### src/rtl/temperature_calculator.sv
// temperature_calculator: tempc = tc_base + adc_data / tc_ref using a 16-cycle restoring divider.
// Optional build macro TEMPCALC_SAT_ADD_EN: when defined, the final addition saturates to 0xFFFFFFFF instead of wrapping.
module temperature_calculator (
    input  logic        clk,
    input  logic        rst_n,
    input  logic        start,
    input  logic [31:0] tc_base,
    input  logic [7:0]  tc_ref,
    input  logic [15:0] adc_data,
    output logic [31:0] tempc,
    output logic [31:0] drd,
    output logic        busy,
    output logic        done,
    output logic        div_zero
);
    typedef enum logic [1:0] {IDLE, DIV, ADD} state_t;
    state_t      state_q, state_d;
    logic [3:0]  cnt_q, cnt_d;
    logic [31:0] base_q, base_d;
    logic [7:0]  div_q, div_d;
    logic [15:0] quo_q, quo_d;
    logic [15:0] rem_q, rem_d;
    logic [31:0] tempc_q, tempc_d;
    logic [31:0] drd_q, drd_d;
    logic        done_q, done_d;
    logic        dz_q, dz_d;
    logic [16:0] rem_sh;
    logic [15:0] diff;
    logic        ge;
    logic [31:0] sum;
    // Next-state logic: capture in IDLE, one restoring step per DIV cycle, publish results in ADD.
    // A zero divisor needs no special case: every step subtracts 0, so the quotient fills with ones
    // and the 16-bit partial remainder ends up holding the whole dividend.
    always_comb begin
        state_d = state_q;
        cnt_d   = cnt_q;
        base_d  = base_q;
        div_d   = div_q;
        quo_d   = quo_q;
        rem_d   = rem_q;
        tempc_d = tempc_q;
        drd_d   = drd_q;
        dz_d    = dz_q;
        done_d  = 1'b0;
        rem_sh  = {rem_q, quo_q[15]};
        ge      = rem_sh >= {9'b0, div_q};
        diff    = rem_sh[15:0] - {8'b0, div_q};
        sum     = base_q + {16'b0, quo_q};
        case (state_q)
            IDLE: if (start) begin
                state_d = DIV;
                cnt_d   = 4'd0;
                base_d  = tc_base;
                div_d   = tc_ref;
                quo_d   = adc_data;
                rem_d   = 16'd0;
            end
            DIV: begin
                quo_d   = {quo_q[14:0], ge};
                rem_d   = ge ? diff : rem_sh[15:0];
                cnt_d   = cnt_q + 4'd1;
                state_d = (cnt_q == 4'd15) ? ADD : DIV;
            end
            ADD: begin
`ifdef TEMPCALC_SAT_ADD_EN
                tempc_d = (sum < base_q) ? 32'hFFFF_FFFF : sum;
`else
                tempc_d = sum;
`endif
                drd_d   = {16'b0, rem_q};
                dz_d    = (div_q == 8'd0);
                done_d  = 1'b1;
                state_d = IDLE;
            end
            default: state_d = IDLE;
        endcase
    end
    // State and result registers; reset aborts any calculation in flight.
    always_ff @(posedge clk or negedge rst_n) begin
        if (!rst_n) begin
            state_q <= IDLE;
            cnt_q   <= 4'd0;
            base_q  <= 32'd0;
            div_q   <= 8'd0;
            quo_q   <= 16'd0;
            rem_q   <= 16'd0;
            tempc_q <= 32'd0;
            drd_q   <= 32'd0;
            done_q  <= 1'b0;
            dz_q    <= 1'b0;
        end else begin
            state_q <= state_d;
            cnt_q   <= cnt_d;
            base_q  <= base_d;
            div_q   <= div_d;
            quo_q   <= quo_d;
            rem_q   <= rem_d;
            tempc_q <= tempc_d;
            drd_q   <= drd_d;
            done_q  <= done_d;
            dz_q    <= dz_d;
        end
    end
    assign tempc    = tempc_q;
    assign drd      = drd_q;
    assign done     = done_q;
    assign div_zero = dz_q;
    assign busy     = (state_q != IDLE);
endmodule

### config.mk
export PLATFORM = sky130hd
export DESIGN_NAME = temperature_calculator
export DESIGN_NICKNAME = d
export VERILOG_FILES = /design/src/rtl/temperature_calculator.sv
export SDC_FILE = /design/constraint.sdc
export NUM_CORES = 1
export LEC_CHECK = 0
export ABC_AREA = 1
export BUFFER_PORTS_ARGS = -buffer_cell sky130_fd_sc_hd__buf_2
export CORE_ASPECT_RATIO = 1.25
export CORE_MARGIN = 2
export CORE_UTILIZATION = 30
export DETAILED_ROUTE_END_ITERATION = 6
export SYNTH_ARGS = -nofsm -noshare
export SYNTH_HDL_FRONTEND = slang
export SYNTH_SLANG_ARGS = --single-unit
### constraint.sdc
create_clock -name clk -period 3.6 [get_ports clk]
set_input_delay 0.54 -clock clk [delete_from_list [all_inputs] [get_ports clk]]
set_output_delay 0.54 -clock clk [all_outputs]
set_load 0.1 [all_outputs]
==> reports/results.md, run 1 <==
* **status** complete, no violations
* **share of post-route cells with drive strength above 1** 18.0%
* **reported max-cap violation count** 0
* **transition time of the tightest slew-check pin** 1210 ps
* **multi-input gate area in the final layout** 3570 um^2
* **number of nets in the final layout** 1164
* **dominant combinational cell family by area after synthesis** simple AND/OR/NAND/NOR gates
* **multiplexer share of the synthesized area** 2.89%
* **vias post-DR** 6474
* **clock-pin slew of the registers on the worst-case setup and hold paths** 60 ps
* **nature of the critical path startpoint** flip-flop
* **per-instance average area after synthesis** 7.61 um^2
* **number of slew-limit violations in the final report** 0
* **Fin Clk Skew** 7.90 ps
* **initial core utilization** 30.4%
* **Floorplan Core Area** 24300 um^2
* **number of antenna violations at the first check in global routing** 2
* **synthesized-area fraction occupied by and/or/nand/nor cells** 30.1%
* **DRC errors left** 0
* **first-pass GRT wire length** 33.1 mm
* **overflow left after global routing** 0
* **wire length after detailed routing** 20.3 mm
* **number of enable-type register cells in the synthesized netlist** 0
* **maximum frequency from static timing analysis** 452 MHz
* **fraction of registers with async set/reset** 100%
* **fraction of the yosys area taken by sequential cells** 43.3%
* **iteration-0 DRC count of the detailed router** 358
* **worst min-delay path category** in2async
* **detailed-route wire length per cell** 14.3 um
* **layout filler cell count** 2607
* **sequential cell area** 3200 um^2
* **die boundary height** 180 um
* **total global-route track usage** 16.4%
* **data arrival time of the critical path** 2510 ps
* **per-cell via count in the routed design** 4.55
* **most frequently used flop master after synthesis** sky130_fd_sc_hd__dfrtp_1
* **Resize count post-CTS** 0
* **worst slew margin relative to its limit** 19.4%
* **count of state elements after synthesis** 128
* **setup bufs post-CTS** 0
* **ports placed on the boundary** 126
* **distinct cell type count of the synthesized netlist** 44
* **number of failing hold endpoints at the final stage** 0
* **synthesized instance count** 972
* **FP Rows** 64
* **synth-to-layout area growth** 19.7%
* **maximum buffer depth of the clock tree** 2
* **post-route setup TNS** 0 ps
* **total of hold buffers inserted after clock tree synthesis** 0
* **clock tree from TritonCTS** yes
* **half-perimeter wire length of the detailed placement result** 15.4 mm
* **root buffer cell** sky130_fd_sc_hd__clkbuf_16
* **Post-Synth Adder-Cell Area** 4.77%
* **weighted congestion reported at the end of routability-driven placement** 0.884
* **crit-path max FO** 28
* **sort of element at the end of the critical path** flip-flop
* **cts bufs inserted** 17
* **worst endpoint required time** 3900 ps
* **largest net degree at the start of global routing** 75
* **DRT Pass-1 Iters** 7
* **Final Setup Violations** 0
* **Critical Setup Path Class** reg2reg
* **number of port buffers** 109
* **synth warn** 0
* **level count of the clock H-tree** 4
* **minimum period implied by the final worst setup slack** 2210 ps
* **Die X** 144 um
* **worst-skew pair later-pin latency** 430 ps
* **clock sinks** 128
* **synthesized area** 7390 um^2
* **ANT nets after route** 0
* **vias in the first global route** 6410
* **post-route clock period utilization** 61.5%
* **unrepaired setup endpoints after global routing** no
* **synthesized-area fraction occupied by xor and xnor cells** 2.25%
* **Total Die Area** 25900 um^2
* **area fraction in compound gates after synthesis** 7.46%
==> cell usage in the layout (no fill, tap or decap), drive strengths merged, types with 3 or more instances in the layout <==
cell,count
nand2,322
dfrtp,128
inv,118
buf,113
nor2,91
nand3,88
o21ai,41
a21oi,34
ha,25
mux2,19
clkbuf,17
conb,16
xnor2,12
nor3,9
xor2,7
nand4,6
clkinv,6
o221ai,5
o21bai,4
a22oi,4
o211ai,4
bufinv,4
nand3b,3
o22ai,3
==> worst max-delay path: stages (launching register included) <==
cell and delay [ps]:
sky130_fd_sc_hd__dfrtp_1 390, sky130_fd_sc_hd__inv_1 110, sky130_fd_sc_hd__nand2_2 250, sky130_fd_sc_hd__clkinv_1 780, sky130_fd_sc_hd__o21ai_0 430, sky130_fd_sc_hd__o22ai_1 100
==> per-layer routing <==
metal	wire (um)	part of all wire (%)	vias to the layer above	GRT usage, %
li1	-	-	3293	-
met1	8900	44	3000	20.1
met2	10000	49	145	27.8
met3	801	3.9	34	3.73
met4	582	2.9	2	6.37
met5	13	0.064	-	0
==> cell families (layout without fill, tap and decap cells) <==
| logic type | Yosys count | count (layout) |
|---|---|---|
| AOI/OAI and AO/OA | 97 | 97 |
| xor gates and xnor gates | 19 | 19 |
| adders and majority gates | 27 | 27 |
| buffers and inverters | 156 | 260 |
| DFF | 128 | 128 |
| muxes | 19 | 19 |
| other | 1 | 17 |
| and+or+nand+nor | 525 | 525 |
==> worst paths after layout <==
| kind | startpoint | to | slack (ps) | depth (start not counted) |
|---|---|---|---|---|
| min reg2reg | drd[15] | drd[15] | 470 | 2 |
| min | rst_n | base_q[24] | 10 | 1 |
| max reg2reg | state_q[1] | quo_q[15] | 1390 | 5 |
| min in group clk | tc_base[16] | base_q[16] | 340 | 2 |
| max in group asynchronous | rst_n | base_q[16] | 2750 | 2 |
| max | state_q[1] | quo_q[15] | 1390 | 5 |
==> flip-flops by register name, indices dropped and copies added, names as in the netlist <==
register / flops
quo_q: 16
cnt_q: 4
base_q: 32
rem_q: 16
div_zero: 1
state_q: 2
tempc: 32
drd: 16
div_q: 8
done: 1
==> cells in the mapped netlist, drive strengths merged (3+ instances only) <==
cell | n | area [um^2]
clkbuf | 9 | 33.8
o221ai | 5 | 43.8
xnor2 | 12 | 105
nand4 | 6 | 37.5
dfrtp | 128 | 3200
nor2 | 91 | 372
mux2 | 19 | 214
o22ai | 3 | 18.8
buf | 32 | 208
nand3 | 88 | 465
inv | 114 | 428
o21bai | 4 | 30.0
o211ai | 4 | 30.0
a21oi | 34 | 174
a22oi | 4 | 30.0
nand3b | 3 | 22.5
o21ai | 41 | 209
xor2 | 7 | 61.3
ha | 25 | 313
nand2 | 322 | 1240
nor3 | 9 | 55.1
==> stage by stage <==
stage | area, um^2 | util [%] | std cells | worst slack [ps] | hold slack [ps]
3_5_place_dp | 8210 | 33.7 | 1389 | 1390 | 459
4_1_cts | 8840 | 36.3 | 1421 | 1370 | 12.5
2_1_floorplan | 7450 | - | 987 | 1740 | 244
6_report | 8850 | 36.3 | 1422 | 1390 | 12.7
3_3_place_gp | 8210 | 33.7 | 1389 | 1430 | 454
5_1_grt | 8840 | 36.3 | 1421 | 1080 | 18.7
==> layout make-up <==
type	instances	share of cell area [%]
clock inverters	15	2.36
multi-input cells	703	40.4
diodes	1	0.0283
repair buffers	113	6.68
inverters	115	4.88
clock buffers	17	4.81
well taps	330	4.67
flip-flops and latches	128	36.2
Power of run 1 is not shown: default switching activity piles up to over one toggle a cycle in this logic, so the estimate is an artifact.
==> run 2, diff against run 1 <==
Clock period 3.6 ns to 2 ns, I/O delays scaled along.
==> run 2 against run 1 <==
- register-to-register slack worse by 1300 ps
- final area is 4.5% higher
- critical path depth up 5
- via count up 2.5%
- die area is the same
- sequential share of layout area fell by 1.6 points
- global-route usage rose by 0.14 points
- final cell count increased by 1.7%
- worst setup slack got worse by 1300 ps
- clock-buffer cell count is 1 higher
- sequential cell count unchanged
==> reports/results.md, run 2 (synthesis results as in run 1) <==
* **first-pass GRT wire length** 33.3 mm, +0.75%
* **root buffer cell** sky130_fd_sc_hd__clkbuf_16
* **maximum frequency from static timing analysis** 528 MHz, +17%
* **worst-skew pair later-pin latency** 440 ps, about the same
* **clock sinks** 128, unchanged
* **synth-to-layout area growth** 25.1%
* **ports placed on the boundary** 126, unchanged
* **commonest cells after routing, fill and taps aside** sky130_fd_sc_hd__nand2_1 (303), sky130_fd_sc_hd__dfrtp_1 (127), sky130_fd_sc_hd__buf_2 (108), sky130_fd_sc_hd__inv_1 (107), sky130_fd_sc_hd__nand3_1 (80)
* **layout filler cell count** 2574, -1.3%
* **Critical Setup Path Class** reg2reg
* **clock-pin slew of the registers on the worst-case setup and hold paths** 60 ps, about the same
* **post-route clock period utilization** 94.6%, +33 points
* **number of failing hold endpoints at the final stage** 0, unchanged
* **most frequent standard cell in the layout excluding fill and tap cells** sky130_fd_sc_hd__nand2_1
* **weighted congestion reported at the end of routability-driven placement** 0.886, +0.24%
* **number of nets in the final layout** 1188, +2.1%
* **ordered cell list for the critical path** inv_1 > ha_1 > nand2_1 > nor2_2 > nand4_1 > nand3b_1 > nor2_4 > nand2_1 > nand3_1 > nand2_1
* **total global-route track usage** 16.5%, +0.14 points
* **per-cell via count in the routed design** 4.59, +0.83%
* **transition time of the tightest slew-check pin** 538 ps, -671 ps
* **overflow left after global routing** 0, unchanged
* **cell type with the highest occurrence count on the critical path** sky130_fd_sc_hd__nand2_1
* **share of post-route cells with drive strength above 1** 23.4%, +5.4 points
* **worst slew margin relative to its limit** 64.4%, +45 points
* **iteration-0 DRC count of the detailed router** 363, +1.4%
* **number of slew-limit violations in the final report** 0, unchanged
* **worst endpoint required time** 2330 ps, -1570 ps
* **Die X** 144 um, unchanged
* **number of antenna violations at the first check in global routing** 2, unchanged
* **DRC errors left** 0, unchanged
* **data arrival time of the critical path** 2220 ps, -290 ps
* **wire length after detailed routing** 20.7 mm, +1.9%
* **clock tree from TritonCTS** yes
* **number of port buffers** 109, unchanged
* **initial core utilization** 30.4%, unchanged
* **pre-CTS setup slack** -102 ps, -1500 ps
* **sequential cell area** 3200 um^2, about the same
* **maximum cell stage delay along the critical path** 360 ps, -420 ps
* **post-route worst setup slack** 107 ps, -1280 ps
* **vias in the first global route** 6583, +2.7%
* **cts bufs inserted** 17, unchanged
* **FP Rows** 64, unchanged
* **multi-input gate area in the final layout** 3760 um^2, +5.4%
* **detailed-route wire length per cell** 14.3 um, +0.24%
* **final standard cell area without fillers** 9250 um^2, +4.5%
* **unrepaired setup endpoints after global routing** yes
* **level count of the clock H-tree** 4, unchanged
* **status** complete, no violations
* **cell with the largest stage delay on the worst path** sky130_fd_sc_hd__dfrtp_1
* **half-perimeter wire length of the detailed placement result** 15.5 mm, +1.1%
* **placed cell areas** 8410 um^2, +2.4%
* **reported max-cap violation count** 0, unchanged
* **vias post-DR** 6638, +2.5%
* **worst min-delay path category** in2reg
* **Total Die Area** 25900 um^2, unchanged
* **die boundary height** 180 um, unchanged
* **crit-path max FO** 8, -71%
* **maximum buffer depth of the clock tree** 2, unchanged
* **Final Setup Violations** 0, unchanged
* **Fin Clk Skew** 10.6 ps, +2.71 ps
* **Floorplan Core Area** 24300 um^2, unchanged
* **post-route setup TNS** 0 ps, unchanged
* **DRT Pass-1 Iters** 4, -3
* **minimum period implied by the final worst setup slack** 1890 ps, -320 ps
* **Min Hold Slack** 90.3 ps, +77.5 ps
* **sort of element at the end of the critical path** flip-flop
* **gate family responsible for the most delay along the worst path** simple AND/OR/NAND/NOR gates
* **nature of the critical path startpoint** flip-flop
* **ANT nets after route** 0, unchanged
* **WP buf/inv** 1, -1
* **largest net degree at the start of global routing** 75, unchanged
run 2: cell type report:
type                            count  area share [%]
Tap cell                          330            4.46
Clock buffer                       18            4.64
Sequential cell                   128            34.6
Timing Repair Buffer              137            8.90
Multi-Input combinational cell    703            40.7
Clock inverter                     14            1.96
Inverter                          115            4.67
Antenna cell                        1          0.0271
run 2: metal layers:
layer	vias up	track usage, %	wire, um
li1	3329	-	-
met1	3120	19.5	8680
met2	150	28.9	10600
met3	37	3.94	964
met4	2	6.21	519
met5	-	0	13
run 2: per-stage QoR:
stage	std cells	util (%)
after floorplan	987	-
after global placement	1409	34.5
after detailed placement	1409	34.5
after CTS	1442	37.2
after global routing	1445	38.0
final	1446	38.0
run 2: worst paths after layout:
| kind | start | slack [ps] | depth (start not counted) | endpoint |
|---|---|---|---|---|
| max | div_q[7] | 110 | 10 | rem_q[0] |
| min | tc_base[11] | 90 | 2 | base_q[11] |
| max reg2reg | div_q[7] | 110 | 10 | rem_q[0] |
| min reg2reg | drd[15] | 470 | 2 | drd[15] |
| max in group asynchronous | rst_n | 1250 | 3 | rem_q[7] |
| min in group asynchronous | rst_n | 430 | 3 | drd[15] |
run 2: repair_timing:
item | 4_1_cts | 5_1_grt
setup endpoints to repair | 10 | 31
gates cloned | 0 | 0
resized for setup | 7 | 40
pin swaps | 0 | 4
setup buffers | 0 | 3
endpoints found under the hold margin | 128 | 0
hold buffers | 1 | 0
Power of run 2 is left out for the same reason.
==> run 3, diff against run 2 <==
Settings changed: BUFFER_PORTS_ARGS -buffer_cell sky130_fd_sc_hd__buf_2 to -buffer_cell sky130_fd_sc_hd__buf_4.
==> run 3 against run 2 <==
- non-clock buffer count unchanged
- global-route usage about the same
- register-to-register slack barely moved
- via count down 0.15%
- utilization grew 1.4 points
- sequential share of layout area is 1.3 points lower
- clock skew is 1.9 ps lower
- first-iteration DRC count decreased by 17%
==> reports/results.md, run 3 (synthesis results as in run 1) <==
* **status** complete, no violations
* **iteration-0 DRC count of the detailed router** 301, -17%
* **vias post-DR** 6628, -0.15%
* **clock tree from TritonCTS** yes
* **half-perimeter wire length of the detailed placement result** 15.7 mm, +1.2%
* **layout filler cell count** 2549, -0.97%
* **Worst Setup SP** quo_q[0]
* **maximum cell stage delay along the critical path** 390 ps, +30 ps
* **first-pass GRT wire length** 33.3 mm, about the same
* **reported max-cap violation count** 0, unchanged
* **GRT met1 Usage** 19.9%, +0.43 points
* **per-cell via count in the routed design** 4.59, about the same
* **ordered cell list for the critical path** ha_2 > fa_2 > nand2_2 > nand3_2 > nand3_2 > nand2_4 > nand2_2 > nand2_2 > xnor2_1 > o21ai_0
* **worst reg2reg startpoint** quo_q[0]
* **Reg2Reg Setup Slack** 110 ps, about the same
* **root buffer cell** sky130_fd_sc_hd__clkbuf_16
* **nature of the critical path startpoint** flip-flop
* **sort of element at the end of the critical path** flip-flop
* **ports placed on the boundary** 126, unchanged
* **cell with the largest stage delay on the worst path** sky130_fd_sc_hd__fa_2
* **overflow left after global routing** 0, unchanged
* **clock-pin slew of the registers on the worst-case setup and hold paths** 60 ps, about the same
* **number of nets in the final layout** 1188, unchanged
* **level count of the clock H-tree** 4, unchanged
* **met2 layer usage reported by global route** 28.6%, -0.30 points
* **post-route clock period utilization** 94.7%, about the same
* **DRT Pass-1 Iters** 5, +1
* **largest net degree at the start of global routing** 66, -12%
* **DRC errors left** 0, unchanged
* **wire length after detailed routing** 20.9 mm, +0.67%
* **worst endpoint required time** 2310 ps, -20 ps
* **reg2reg path depth** 10, unchanged
* **number of antenna violations at the first check in global routing** 0, -2
* **placed insts** 1411, +0.14%
* **worst-skew pair later-pin latency** 430 ps, about the same
* **die boundary height** 180 um, unchanged
* **Floorplan Core Area** 24300 um^2, unchanged
* **Fin Clk Skew** 8.69 ps, -1.93 ps
* **final standard cell area without fillers** 9600 um^2, +3.8%
* **cell type with the highest occurrence count on the critical path** sky130_fd_sc_hd__nand2_2
* **critical path endpoint** tempc[10]
* **critical register-to-register path endpoint** tempc[10]
* **total global-route track usage** 16.6%, about the same
* **initial core utilization** 30.4%, unchanged
* **FP Rows** 64, unchanged
* **maximum buffer depth of the clock tree** 2, unchanged
* **maximum frequency from static timing analysis** 528 MHz, about the same
* **unrepaired setup endpoints after global routing** yes
* **ANT nets after route** 0, unchanged
* **vias in the first global route** 6619, +0.55%
* **worst min-delay path category** in2reg
* **clock sinks** 128, unchanged
* **data arrival time of the critical path** 2200 ps, -20 ps
* **crit-path max FO** 4, -4
* **cts bufs inserted** 17, unchanged
* **grt peak-use layer** met2
* **number of slew-limit violations in the final report** 0, unchanged
* **most frequent standard cell in the layout excluding fill and tap cells** sky130_fd_sc_hd__nand2_1
* **placed cell areas** 8670 um^2, +3.1%
* **Total Die Area** 25900 um^2, unchanged
* **met3 Use GR** 3.49%, -0.45 points
* **Final Setup Violations** 0, unchanged
* **Die X** 144 um, unchanged
* **Critical Setup Path Class** reg2reg
* **number of failing hold endpoints at the final stage** 0, unchanged
* **weighted congestion reported at the end of routability-driven placement** 0.889, +0.30%
* **synth-to-layout area growth** 29.9%
* **commonest cells after routing, fill and taps aside** sky130_fd_sc_hd__nand2_1 (298), sky130_fd_sc_hd__buf_4 (133), sky130_fd_sc_hd__dfrtp_1 (127), sky130_fd_sc_hd__inv_1 (105), sky130_fd_sc_hd__nor2_1 (75)
* **Layout Cells excl Fill** 1445, -0.069%
* **total inserted antenna cells** 0, -1
* **number of port buffers** 109, unchanged
* **detailed-route wire length per cell** 14.4 um, +0.74%
* **minimum period implied by the final worst setup slack** 1890 ps, +0.629 ps
* **share of post-route cells with drive strength above 1** 24.9%, +1.5 points
==> run 3: per-layer routing <==
metal / routed length (um) / part of all wire (%) / vias to the layer above
met2: 10600 / 51 / 143
li1: - / - / 3347
met5: 0 / 0 / -
met4: 524 / 2.5 / 0
met3: 776 / 3.7 / 37
met1: 8940 / 43 / 3101
==> run 3: per-stage QoR <==
| step | setup slack [ps] | util [%] | TNS, ps | hold slack [ps] |
|---|---|---|---|---|
| 3_5_place_dp | -57.2 | 35.6 | -121 | 353 |
| 6_report | 107 | 39.4 | 0 | 103 |
| 5_1_grt | -47.2 | 39.4 | -98.8 | 93.3 |
| 3_3_place_gp | -54.7 | 35.6 | -67.0 | 360 |
| 4_1_cts | 15.4 | 38.4 | 0 | 88.5 |
| 2_1_floorplan | 190 | - | 0 | 4.41 |
==> run 3: area by class of cell <==
type	instances	area [um^2]	area share [%]
inverters	115	434	4.52
clock inverters	13	185	1.93
well taps	330	413	4.30
multi-input cells	703	3840	40.0
repair buffers	137	1070	11.1
flip-flops and latches	128	3200	33.4
clock buffers	19	453	4.72
==> run 3: what timing repair did <==
action | in CTS | in global routing
pin swaps | 0 | 11
resized for setup | 4 | 64
hold buffers | 1 | 0
setup endpoints to repair | 7 | 36
endpoints found under the hold margin | 128 | 0
buffers inserted | 0 | 1
==> run 3: worst max-delay path: cells and delay by family (launching register included) <==
kind / cells / cell delay, ps
adders and majority gates: 2 / 590
and+or+nand+nor: 6 / 470
DFF: 1 / 380
xor gates and xnor gates: 1 / 210
AOI/OAI and AO/OA: 1 / 100
==> run 3: how the worst min path moves through the flow <==
stage	startpoint	endpoint	slack [ps]	cells past startpoint
6_report	tc_base[3]	base_q[3]	100	2
4_1_cts	tc_base[18]	base_q[18]	90	2
5_1_grt	tc_base[3]	base_q[3]	90	2
3_5_place_dp	rst_n	done	350	2
3_3_place_gp	rst_n	done	360	2
2_1_floorplan	rst_n	base_q[0]	4	0
Power of run 3 is left out for the same reason.
